## config.mk

```make
export PLATFORM = sky130hd
export DESIGN_NAME = ms13_master_sink
export DESIGN_NICKNAME = d
export VERILOG_FILES = /design/src/rtl/ms13_master_sink_pkg.sv /design/src/rtl/ms13_sync_fifo.sv /design/src/rtl/ms13_master_sink.sv
export SDC_FILE = /design/constraint.sdc
export NUM_CORES = 1
export LEC_CHECK = 0
export ABC_AREA = 1
export BUFFER_PORTS_ARGS = -buffer_cell sky130_fd_sc_hd__buf_2
export CAP_MARGIN = 10
export CORE_MARGIN = 5
export CORE_UTILIZATION = 50
export CTS_BUF_LIST = sky130_fd_sc_hd__clkbuf_8
export DETAILED_ROUTE_END_ITERATION = 10
export GPL_TIMING_DRIVEN = 0
export HOLD_SLACK_MARGIN = 0.05
export PLACE_DENSITY_LB_ADDON = 0.15
export SETUP_SLACK_MARGIN = 0.1
export SYNTH_ARGS = -nofsm -noshare
export SYNTH_HDL_FRONTEND = slang
export SYNTH_SLANG_ARGS = --single-unit
```

## constraint.sdc

```tcl
create_clock -name clk -period 6.85 [get_ports clk]
set_clock_uncertainty 0.15 [all_clocks]
set_input_delay 1.7125 -clock clk [delete_from_list [all_inputs] [get_ports clk]]
set_output_delay 1.7125 -clock clk [all_outputs]
set_load 0.01 [all_outputs]
```

## src/rtl/ms13_master_sink_pkg.sv

```systemverilog
// Shared types for the TestMasterSlave13 master-port sink.
package ms13_sink_types;

  typedef enum logic [1:0] {
    ST_EMPTY,
    ST_PARTIAL,
    ST_FULL
  } sink_state_t;

  localparam int MS13_WORD_W = 32;

endpackage

```

## src/rtl/ms13_sync_fifo.sv

```systemverilog
// Synchronous FIFO with a registered occupancy counter and a non-fall-through head.
module ms13_sync_fifo #(
  parameter int DEPTH = 4,
  parameter int W     = 32,
  localparam int AW   = $clog2(DEPTH)
) (
  input  logic         clk,
  input  logic         rst,
  input  logic         clr,
  input  logic         push,
  input  logic         pop,
  input  logic [W-1:0] wr_data,
  output logic [W-1:0] rd_data,
  output logic [AW:0]  level,
  output logic         full,
  output logic         empty
);

  localparam logic [AW:0] FULL_LVL = DEPTH[AW:0];

  logic [W-1:0]  mem [DEPTH];
  logic [AW-1:0] wr_ptr;
  logic [AW-1:0] rd_ptr;

  always_ff @(posedge clk) begin
    if (push && !clr) mem[wr_ptr] <= wr_data;
  end

  // Pointers wrap naturally because DEPTH is a power of two.
  always_ff @(posedge clk or negedge rst) begin
    if (!rst) begin
      wr_ptr <= '0;
      rd_ptr <= '0;
      level  <= '0;
    end else if (clr) begin
      wr_ptr <= '0;
      rd_ptr <= '0;
      level  <= '0;
    end else begin
      if (push) wr_ptr <= wr_ptr + 1'b1;
      if (pop)  rd_ptr <= rd_ptr + 1'b1;
      case ({push, pop})
        2'b10:   level <= level + 1'b1;
        2'b01:   level <= level - 1'b1;
        default: level <= level;
      endcase
    end
  end

  assign empty   = (level == '0);
  assign full    = (level == FULL_LVL);
  assign rd_data = empty ? '0 : mem[rd_ptr];

endmodule

```

## src/rtl/ms13_master_sink.sv

```systemverilog
// Buffers master-port notify words, drains them over ready/valid and keeps statistics.
module ms13_master_sink
  import ms13_sink_types::*;
#(
  parameter int DEPTH = 4,
  localparam int AW   = $clog2(DEPTH)
) (
  input  logic                   clk,
  input  logic                   rst,
  input  logic [MS13_WORD_W-1:0] m_in,
  input  logic                   m_in_notify,
  input  logic                   clr,
  output logic [MS13_WORD_W-1:0] out_data,
  output logic                   out_valid,
  input  logic                   out_ready,
  output logic [AW:0]            fill_level,
  output logic                   overflow,
  output logic [MS13_WORD_W-1:0] count_out,
  output logic [MS13_WORD_W-1:0] sum_out,
  output sink_state_t            state_out
);

  localparam logic [AW:0] LAST_FREE = 
    (AW+1)'(DEPTH - 1);

  logic        full;
  logic        empty;
  logic        push;
  logic        pop;
  logic        drop;
  sink_state_t state_next;

  // clr wins over everything, so a word arriving with clr is neither stored nor counted.
  assign pop       = out_valid && out_ready && !clr;
  assign push      = m_in_notify && (!full || pop) && !clr;
  assign drop      = m_in_notify && full && !pop && !clr;
  assign out_valid = !empty;

  ms13_sync_fifo #(
    .DEPTH (DEPTH),
    .W     (MS13_WORD_W)
  ) u_fifo (
    .clk     (clk),
    .rst     (rst),
    .clr     (clr),
    .push    (push),
    .pop     (pop),
    .wr_data (m_in),
    .rd_data (out_data),
    .level   (fill_level),
    .full    (full),
    .empty   (empty)
  );

  always_ff @(posedge clk or negedge rst) begin
    if (!rst) begin
      count_out <= '0;
      sum_out   <= '0;
      overflow  <= 1'b0;
      state_out <= ST_EMPTY;
    end else if (clr) begin
      count_out <= '0;
      sum_out   <= '0;
      overflow  <= 1'b0;
      state_out <= ST_EMPTY;
    end else begin
      if (push) begin
        count_out <= count_out + 1'b1;
        sum_out   <= sum_out + m_in;
      end
      if (drop) overflow <= 1'b1;
      state_out <= state_next;
    end
  end

  always_comb begin
    state_next = state_out;
    case (state_out)
      ST_EMPTY: begin
        if (push) state_next = ST_PARTIAL;
      end
      ST_PARTIAL: begin
        if (push && !pop && fill_level == LAST_FREE) state_next = ST_FULL;
        else if (pop && !push && fill_level == (AW+1)'(1)) state_next = ST_EMPTY;
      end
      ST_FULL: begin
        if (pop && !push) state_next = ST_PARTIAL;
      end
      default: state_next = ST_EMPTY;
    endcase
  end

endmodule

```

== Yosys cells after proc, flatten, opt, wreduce, memory -nomap -nowiden ==
Memories as Yosys holds them, arrays and structs flattened.
Index checks and enable logic that the tools add are counted.

* Register bits after elaboration: 74
* Memory bits (writable): 128
* Input bits: 37
* Output and inout bits: 103
* Word-level logic and storage cells: 70
* Memories kept: 1

{| class="wikitable"
|+ Memory list
! memory !! words !! width !! rd ports !! clocked after Yosys merged registers in !! wr ports !! line !! RTL
|-
| u_fifo.mem || 4 || 32 || 1 || 0 || 1 || ms13_sync_fifo.sv:21 || <nowiki>logic [W-1:0] mem [DEPTH];</nowiki>
|}

* Add/sub/neg operators: 6
* Equality and inequality tests: 10
* Multiplexer cells: 21
* Reduce and logical (&&, ||, !) cells: 25

{| class="wikitable"
|+ Operator list
! operator !! number
|-
| $mux 32 || 5
|-
| $add 32x1->32 const B || 1
|-
| $add 32x32->32 || 1
|-
| $mux 2 || 9
|-
| $logic_and 1x1->1 || 12
|-
| $ne 3x3->1 const B || 2
|-
| $pmux 2 s3 || 1
|-
| $pmux 3 s2 || 1
|-
| $reduce_bool 2->1 || 3
|-
| $logic_not 1->1 || 5
|-
| $add 2x1->2 const B || 2
|-
| $eq 2x1->1 const B || 2
|-
| $eq 2x2->1 const B || 2
|-
| $mux 1 || 4
|-
| $ne 4x4->1 const B || 1
|-
| $add 3x1->3 const B || 1
|-
| $eq 3x1->1 const B || 1
|-
| $eq 3x2->1 const B || 1
|-
| $eq 3x3->1 const B || 1
|-
| $logic_not 3->1 || 1
|-
| $mux 3 || 1
|-
| $reduce_and 3->1 || 1
|-
| $reduce_bool 3->1 || 1
|-
| $sub 3x1->3 const B || 1
|-
| other kinds (2) || 2
|}

== Longest topological paths before layout ==
Gate-level depths: netlist of the first run.

* Word-level depth: 14
* Depth in mapped cells: 14
* Depth with buffers taken out: 14

== By module ==
From an unflattened synthesis of the first run, not the netlist that was laid out.

* Cell total of the unflattened synthesis: 1,489
* Area total of the unflattened synthesis: 11,554.8 µm²

{| class="wikitable"
|+ By module, submodules not included
! module !! instances !! cells each !! area each (µm²) !! sequential area each (µm²)
|-
| ms13_sync_fifo || 1 || 566 || 5,784.3 || 4,018.9
|-
| ms13_master_sink || 1 || 923 || 5,770.5 || 1,676.6
|}

== Least setup slack after synthesis of the first run ==
Ideal clock, no wire load.

* Path type: input -> register
* Start point: input port clr
* End point: memory u_fifo.mem[0][0] (enable)
* Library setup time: 0.421 ns
* Data arrival time: 3.957 ns
* Slack: 2.322 ns
* Stages: 9
* Path buffers: 2
* Path through: buf_2 > inv_2 > nand2_2 > nand3_2 > nand2_2 > nor2_4 > inv_2 > buf_2 > nor2_1

* Longest elaborated chain between the ends: 8

{| class="wikitable"
|+ Ends and longest elaborated chain
! what !! line !! RTL
|-
| start, declared || ms13_master_sink.sv:12 || <nowiki>input logic clr,</nowiki>
|-
| $logic_not 1->1 (*) || ms13_sync_fifo.sv:26, ms13_master_sink.sv:34, ms13_master_sink.sv:35 ||
|-
| $logic_and 1x1->1 || ms13_master_sink.sv:34 || <nowiki>assign pop = out_valid && out_ready && !clr;</nowiki>
|-
| $logic_or 1x1->1 || ms13_master_sink.sv:35 || <nowiki>assign push = m_in_notify && (!full || pop) && !clr;</nowiki>
|-
| $logic_and 1x1->1 (2 in a row) || ms13_master_sink.sv:35 ||
|-
| $logic_and 1x1->1 (*) || ms13_sync_fifo.sv:26 || <nowiki>if (push && !clr) mem[wr_ptr] <= wr_data;</nowiki>
|-
| $mux 1 (*) || ms13_sync_fifo.sv:26 ||
|-
| $mux 1 (not written as such) (*) || ms13_sync_fifo.sv:26 ||
|-
| end, declared || ms13_sync_fifo.sv:21 ||
|}

Mark *: on every way between the ends. The rest lies on a longest branch, timed or not.

== Worst setup path in the final report of the first run ==
* Start point: register u_fifo.rd_ptr[0]
* End point: output port out_data[5]

* Longest elaborated chain between the ends: 2

{| class="wikitable"
|+ Ends and longest elaborated chain
! what !! line !! RTL
|-
| start, declared || ms13_sync_fifo.sv:23 || <nowiki>logic [AW-1:0] rd_ptr;</nowiki>
|-
| start signal, assigned || ms13_sync_fifo.sv:41 || <nowiki>if (pop) rd_ptr <= rd_ptr + 1'b1;</nowiki>
|-
| $mem_v2 4x32 || n/a ||
|-
| $mux 32 || ms13_sync_fifo.sv:52 || <nowiki>assign rd_data = empty ? '0 : mem[rd_ptr];</nowiki>
|-
| end, declared || ms13_master_sink.sv:13 || <nowiki>output logic [MS13_WORD_W-1:0] out_data,</nowiki>
|}

No other way between the ends.

==> impl_metrics.ini, run 1 <==
[final_layout]
syn2layout_area_growth_pct = 16.4
num-nets-final = 1648
mostFrequentLayoutCells = 378 x nand2_1, 219 x nor2_1, 185 x inv_1, 144 x buf_2, 128 x edfxtp_1
fill_cells = 2031
n_antenna_cell = 0
final_layout_size_suffix_gt1_frac = 0.136
regArea_sq_um = 5700
final_common_cell = nand2_1
stdcell_area_sq_um = 13000
multi_input_area_sq_um = 4650

[routing]
ant_nets = 0
wirelength_microns = 30800
remaining_drc_errors = 0
drtIter0Drc = 589
wl_per_cell_microns = 16.4
viasPerCell = 5.22
firstDrtPassIters = 6
vias = 9775

[clocking]
cts_tree = done
postCtsHoldBufs = 0
cts.path.max_buffers = 3
clk_latency_ps = 520
path_clk_slew_ps = 60
cts-root-buf = clkbuf_8
cts-htree-levels = 2
cts_made_buffers = 35
cts_num_sinks = 202
post-cts-setup-buffers = 0
cts.repair.resized = 0

[timing]
maxSlewViolCount = 0
fin_crit_sh = 0.646
worst_pin_slew_ps = 633
setup_viol = 0
rsz0062_at_grt = no
max_slew_margin = 0.577
worst_slack_ps = 2430
max_freq_ghz = 0.226
fin_crit_ps = 4420
whs_ps = 341
finalHoldViolations = 0
tns_ps = 0

[yosys]
synth.distinct_cells = 37
synth_top_family_by_area = simple AND/OR/NAND/NOR gates
synth_compound_area_frac = 0.0870
ys_seq_elements = 202
synth_fa_ha_area_frac = 0.0477
syn-num-nets = 1468
ys_warn_count = 0
synthArstFlopShare = 0.366
synth_seq_area_share = 0.510
synth_cells = 1389
muxShareOfSynthArea = 0
synth-simple-area-share = 0.260
synth_edf_count = 128
ys.flop_type = edfxtp_1
synth.avg_cell_area_sq_um = 8.04
synth_area_sq_um = 11200
synth-xor-area-share = 0.0188

[global_route]
grt_max_degree = 50
grt_pass1_vias = 9663
grt_overflow = 0
track_usage = 0.239
grt_pass1_wl_microns = 49800
antenna_found_initial = 0

[floorplan]
ios = 140
initial_utilization = 0.510
std_cell_rows = 54
dieArea_sq_um = 25400
coreArea_sq_um = 21900
die_x_microns = 159
fp.dieH_microns = 159

[critical_path]
r2r-start = u_fifo.level[0]
end_kind = output port
crit_path_top_delay_cell = buf_1
critical_path.top_delay_family = buffers and inverters
worstPathCellList = clkbuf_1, buf_2, buf_1, nor2_1, nor2_1, o21ai_0, a21oi_1, buf_2
cp_data_arrival_time_ps = 2560
crit_start = u_fifo.rd_ptr[0]
cpPeakStageDelay_ps = 490
critPathMaxFanout = 10
path_buf_inv = 4
critPathKind = flip-flop to output port
cp-start-kind = flip-flop
crit_required_ps = 4990

[min_path]
worstHoldPathType = flip-flop to flip-flop
worstHoldStart = overflow

[power]
total_power_mw = 3.71
p_leak_nw = 6.15
peakVddDrop_uv = 128
p_per_area_nw_per_um2 = 285

[status]
status = finished, final reports clean

[placement]
gp_congestion = 0.922
placed_area_sq_um = 12400
dp_hpwl_microns = 23400
dp_worst_setup_slack_ps = 2680
portBuffers = 138

[flow_run]
max_cap_viol_count = 0
cells in the mapped netlist, drive strengths merged, types with 3 or more instances:
cell / n / share of area
dfrtp: 74 / 0.17
ha: 41 / 0.046
inv: 175 / 0.059
xor2: 9 / 0.0071
nor2: 227 / 0.078
xnor2: 15 / 0.012
o21ai: 117 / 0.052
nand4: 18 / 0.010
a31oi: 4 / 0.0022
clkbuf: 22 / 0.0074
nand2: 381 / 0.13
buf: 17 / 0.0099
nand3b: 3 / 0.0020
a21oi: 56 / 0.025
a21o: 4 / 0.0027
nand3: 71 / 0.032
edfxtp: 128 / 0.34
nor3: 14 / 0.0063
per-stage QoR:
stage | cells | utilization
floorplan | 1389 | -
global placement | 1807 | 0.558
detailed placement | 1812 | 0.565
CTS | 1874 | 0.594
global route | 1874 | 0.594
finish | 1874 | 0.594
layer usage:
| layer | part of all wire | wire [microns] | global-route usage |
|---|---|---|---|
| met5 | 0 | 0 | 0 |
| met4 | 0.020 | 629 | 0.0644 |
| met3 | 0.060 | 1860 | 0.0458 |
| met2 | 0.47 | 14500 | 0.394 |
| met1 | 0.45 | 13900 | 0.326 |
state kept, by name, summed over array words and instances (netlist names):
name / flops
u_fifo.wr_ptr: 2
u_fifo.level: 3
count_out: 32
u_fifo.rd_ptr: 2
u_fifo.mem: 128
sum_out: 32
state_out: 2
overflow: 1
worst paths after layout:
path	end	slack (ps)	cells after the start
max	out_data[5]	2430	8
max in group asynchronous	sum_out[4]	5000	2
min	overflow	340	2
min in group asynchronous	count_out[3]	960	1
min reg2reg	overflow	340	2
max reg2reg	u_fifo.mem[1][13]	3670	13
cell families after synthesis:
family | after synthesis
adders and majority gates | 42
DFF | 202
xor gates and xnor gates | 24
and+or+nand+nor | 717
buffers and inverters | 216
AOI/OAI and AO/OA | 188
final cells by class:
type | count | share of cell area
Buffer | 39 | 0.0148
Clock buffer | 40 | 0.0423
Clock inverter | 22 | 0.00750
Inverter | 177 | 0.0515
Multi-Input combinational cell | 971 | 0.357
Sequential cell | 202 | 0.438
Tap cell | 280 | 0.0269
Timing Repair Buffer | 143 | 0.0621
power breakdown:
part	switching, mW	internal (mW)	total [mW]
Combinational	0.816	0.423	1.24
Sequential	0.0625	1.39	1.45
Clock	0.483	0.536	1.02
Total	1.36	2.35	3.71
worst min-delay path: cells and delay by family, from the launching register on:
family | cells | cell delay (ps)
compound gates | 1 | 40
flops | 1 | 340
simple gates | 1 | 70
Note: power is estimated with default switching activity, not from simulation.
==> run 2: changes to the inputs <==
==> constraint.sdc (replaced) <==
create_clock -name clk -period 3.6 [get_ports clk]
set_clock_uncertainty 0.15 [all_clocks]
set_input_delay 0.9 -clock clk [delete_from_list [all_inputs] [get_ports clk]]
set_output_delay 0.9 -clock clk [all_outputs]
set_load 0.01 [all_outputs]
==> impl_metrics.ini, run 2 (synthesized netlist as in run 1, its figures left out) <==
[critical_path]
critPathMaxFanout = 10
crit_required_ps = 2550
worstPathCellList = clkbuf_2, clkinvlp_4, clkbuf_1, o21ai_0, a21oi_1, buf_2
critical_path.top_delay_family = buffers and inverters
cp_data_arrival_time_ps = 2260
crit_path_top_delay_cell = clkbuf_1
path_buf_inv = 4
critPathKind = flip-flop to output port
end_kind = output port
cp-start-kind = flip-flop
cpPeakStageDelay_ps = 440

[floorplan]
die_x_microns = 159
initial_utilization = 0.510
coreArea_sq_um = 21900
std_cell_rows = 54
dieArea_sq_um = 25400
ios = 140
fp.dieH_microns = 159

[routing]
remaining_drc_errors = 0
drtIter0Drc = 628
vias = 9796
ant_nets = 0
wl_per_cell_microns = 16.5
firstDrtPassIters = 5
wirelength_microns = 30800
viasPerCell = 5.23

[global_route]
track_usage = 0.240
antenna_found_initial = 0
grt_max_degree = 50
busiest_layer = met2
met2_usage = 0.393
met3_usage = 0.0466
gr-usage-met1 = 0.326
grt_pass1_vias = 9665
grt_overflow = 0
grt_pass1_wl_microns = 49800

[timing]
max_freq_ghz = 0.302
worst_pin_slew_ps = 633
finalHoldViolations = 0
rsz0062_at_grt = no
setup_viol = 0
fin_crit_sh = 0.920
fin_crit_ps = 3310
max_slew_margin = 0.577
maxSlewViolCount = 0
worst_slack_ps = 288

[clocking]
cts_made_buffers = 35
cts-root-buf = clkbuf_8
cts_tree = done
postCtsHoldBufs = 0
path_clk_slew_ps = 60
clk_latency_ps = 520
cts_num_sinks = 202
cts.path.max_buffers = 3
cts-htree-levels = 2

[power]
p_per_area_nw_per_um2 = 544
p_seq_frac = 0.391
peakVddDrop_uv = 247
swShare = 0.367
switchingPower_mw = 2.60
p_int_mw = 4.49
p_comb_frac = 0.335
clkPwrFrac = 0.274
p_leak_nw = 6.18

[placement]
portBuffers = 138
dp_worst_setup_slack_ps = 242
placed_area_sq_um = 12400
gp_congestion = 0.922
dp_hpwl_microns = 23400

[final_layout]
largest_register_ffs = 128
num-nets-final = 1648
syn2layout_area_growth_pct = 16.6
regArea_sq_um = 5700
n_antenna_cell = 0
reg.largest.list = u_fifo.mem (128), count_out (32), sum_out (32)
fill_cells = 2033
mostFrequentLayoutCells = 378 x nand2_1, 219 x nor2_1, 185 x inv_1, 146 x buf_2, 128 x edfxtp_1
final_layout_size_suffix_gt1_frac = 0.143
multi_input_area_sq_um = 4650
stdcell_area_sq_um = 13000
regMostFlops = u_fifo.mem
final_common_cell = nand2_1

[flow_run]
max_cap_viol_count = 0

[min_path]
worstHoldPathType = input port to async pin

[status]
status = finished, final reports clean
[run 2: cell type report]
type / instances / share of cell area
timing repair buffer: 143 / 0.0620
multi-input combinational: 971 / 0.357
inverter: 177 / 0.0517
buffer: 39 / 0.0158
sequential: 202 / 0.437
tap: 280 / 0.0269
clock inverter: 22 / 0.00749
clock buffer: 40 / 0.0422
[run 2: path summary, 6_finish.rpt]
check                                       from                end  slack (ps)  cells past startpoint
worst max-delay path            u_fifo.rd_ptr[0]        out_data[1]         290                      6
worst min-delay path                         rst       count_out[3]         140                      1
worst max register to register   u_fifo.level[0]  u_fifo.mem[1][13]         420                     13
max in group asynchronous                    rst         sum_out[4]        2560                      2
min in group clk                        overflow           overflow         340                      2
worst min register to register          overflow           overflow         340                      2
[run 2: power by group through the flow]
stage	sequential, mW	clock [mW]	combinational (mW)
detailed placement	2.81	0	2.36
global placement	2.81	0	2.30
CTS	2.77	1.99	2.38
floorplan	2.84	0	1.47
global route	2.79	2.11	2.66
finish	2.77	1.94	2.37
[run 2: stage by stage]
stage | power [mW] | setup TNS (ps) | hold WS, ps | util | std cells
final | 7.09 | 0 | 144 | 0.595 | 1874
after global routing | 7.56 | 0 | 146 | 0.595 | 1874
after CTS | 7.14 | 0 | 136 | 0.595 | 1874
after detailed placement | 5.17 | 0 | 331 | 0.565 | 1812
after global placement | 5.11 | -190120 | 325 | 0.558 | 1807
after floorplan | 4.31 | -14760 | 376 | - | 1389
[run 2: what timing repair did]
| item | in CTS | in global routing |
|---|---|---|
| endpoints found under the hold margin | 0 | 0 |
| gates resized for setup | 5 | 12 |
| setup buffers | 0 | 0 |
| endpoints found under the setup margin | 26 | 31 |
[run 2: routing by layer]
metal | vias up | share of wire | wire length, microns
li1 | 4865 | - | -
met1 | 4571 | 0.45 | 13800
met2 | 308 | 0.47 | 14400
met3 | 52 | 0.063 | 1930
met4 | 0 | 0.022 | 670
met5 | - | 0 | 0
==> run 3: changes to the inputs <==
--- a/config.mk
+++ b/config.mk
@@ -10,7 +10,7 @@
 export CAP_MARGIN = 10
 export CORE_MARGIN = 5
 export CORE_UTILIZATION = 50
-export CTS_BUF_LIST = sky130_fd_sc_hd__clkbuf_8
+export CTS_BUF_LIST = sky130_fd_sc_hd__clkbuf_16
 export DETAILED_ROUTE_END_ITERATION = 10
 export GPL_TIMING_DRIVEN = 0
 export HOLD_SLACK_MARGIN = 0.05
==> impl_metrics.ini, run 3 (synthesized netlist as in run 1, its figures left out) <==
[power]
p_int_mw = 4.63
clkPwrFrac = 0.288
swShare = 0.360
p_comb_frac = 0.329
switchingPower_mw = 2.60
p_per_area_nw_per_um2 = 554
p_leak_nw = 6.13
peakVddDrop_uv = 280
p_seq_frac = 0.383

[critical_path]
crit_required_ps = 2550
rrSetupSlack_ps = 420
critPathKind = flip-flop to output port
end_kind = output port
cp-start-kind = flip-flop
critPathMaxFanout = 10
cp_data_arrival_time_ps = 2260

[routing]
vias = 9677
drtIter0Drc = 577
wl_per_cell_microns = 16.6
wirelength_microns = 30800
remaining_drc_errors = 0
viasPerCell = 5.23
firstDrtPassIters = 5
ant_nets = 0

[clocking]
cts_tree = done
path_clk_slew_ps = 60
cts.path.max_buffers = 3
cts_num_sinks = 202
cts-root-buf = clkbuf_16
clk_latency_ps = 500
cts_made_buffers = 22
postCtsHoldBufs = 0
cts-htree-levels = 1

[final_layout]
largest_register_ffs = 128
reg.largest.list = u_fifo.mem (128), count_out (32), sum_out (32)
final_common_cell = nand2_1
n_antenna_cell = 0
final_util = 0.596
num-nets-final = 1635
mostFrequentLayoutCells = 378 x nand2_1, 219 x nor2_1, 175 x inv_1, 147 x buf_2, 128 x edfxtp_1
syn2layout_area_growth_pct = 16.8
final_cells = 1852
final_layout_size_suffix_gt1_frac = 0.136
stdcell_area_sq_um = 13000
regMostFlops = u_fifo.mem

[flow_run]
max_cap_viol_count = 0

[floorplan]
initial_utilization = 0.510
std_cell_rows = 54
ios = 140
coreArea_sq_um = 21900
fp.dieH_microns = 159
dieArea_sq_um = 25400
die_x_microns = 159

[global_route]
grt_max_degree = 50
antenna_found_initial = 0
grt_pass1_vias = 9579
grt_overflow = 0
track_usage = 0.239
grt_pass1_wl_microns = 49700

[timing]
worst_pin_slew_ps = 635
worst_slack_ps = 287
fin_crit_sh = 0.920
finalHoldViolations = 0
setup_viol = 0
rsz0062_at_grt = no
maxSlewViolCount = 0
max_slew_margin = 0.576
max_freq_ghz = 0.302
whs_ps = 161
fin_crit_ps = 3310

[placement]
dp_hpwl_microns = 23400
gp_congestion = 0.922
dp_worst_setup_slack_ps = 242
placed_area_sq_um = 12400
place_inst = 1812
portBuffers = 138

[min_path]
worstHoldPathType = input port to async pin

[status]
status = finished, final reports clean
[run 3: changes by cell type in the layout (fill, tap and decap cells not counted), moves of 3 or more]
cell,change
clkinvlp_4,+3
clkbuf_8,-40
inv_1,-10
clkbuf_16,+23
[run 3: critical path, stage by stage (launching register included)]
cell and delay (ps):
dfrtp_1 370, clkbuf_2 180, clkinvlp_4 180, clkbuf_1 450
o21ai_0 170, a21oi_1 240, buf_2 180
[run 3: what timing repair did]
action	CTS	global route
setup endpoints to repair	25	29
resized for setup	5	9
buffers inserted	0	0
[run 3: routing by layer]
| metal | track usage | wire (microns) |
|---|---|---|
| met3 | 0.0419 | 1820 |
| met1 | 0.324 | 13700 |
| met5 | 0 | 0 |
| met2 | 0.398 | 14600 |
| met4 | 0.0628 | 675 |
[run 3: stage by stage]
step / TNS (ps) / power, mW
detailed placement: 0 / 5.17
floorplan: -14760 / 4.31
global route: 0 / 7.68
CTS: 0 / 7.27
global placement: -190120 / 5.11
finish: 0 / 7.23
[run 3: layout make-up]
cell class,instances,area [sq um]
Buffer,39,203
Clock buffer,23,576
Clock inverter,17,91.3
Fill cell,2008,8840
Inverter,177,673
Multi-Input combinational cell,971,4650
Sequential cell,202,5700
Tap cell,280,350
Timing Repair Buffer,143,808
[run 3: final timing paths]
path	from	endpoint	cells after the start
hold reg to reg	overflow	overflow	2
max in group asynchronous	rst	sum_out[6]	2
min in group clk	overflow	overflow	2
setup reg to reg	u_fifo.level[0]	u_fifo.mem[1][12]	13
hold / removal	rst	u_fifo.level[0]	1
setup / recovery	u_fifo.rd_ptr[0]	out_data[0]	6
[run 3: power groups by stage]
stage	registers (mW)	clock network, mW	logic (mW)
after detailed placement	2.81	0	2.36
after floorplan	2.84	0	1.47
after global routing	2.79	2.23	2.66
after CTS	2.77	2.11	2.39
after global placement	2.81	0	2.30
final	2.77	2.08	2.38
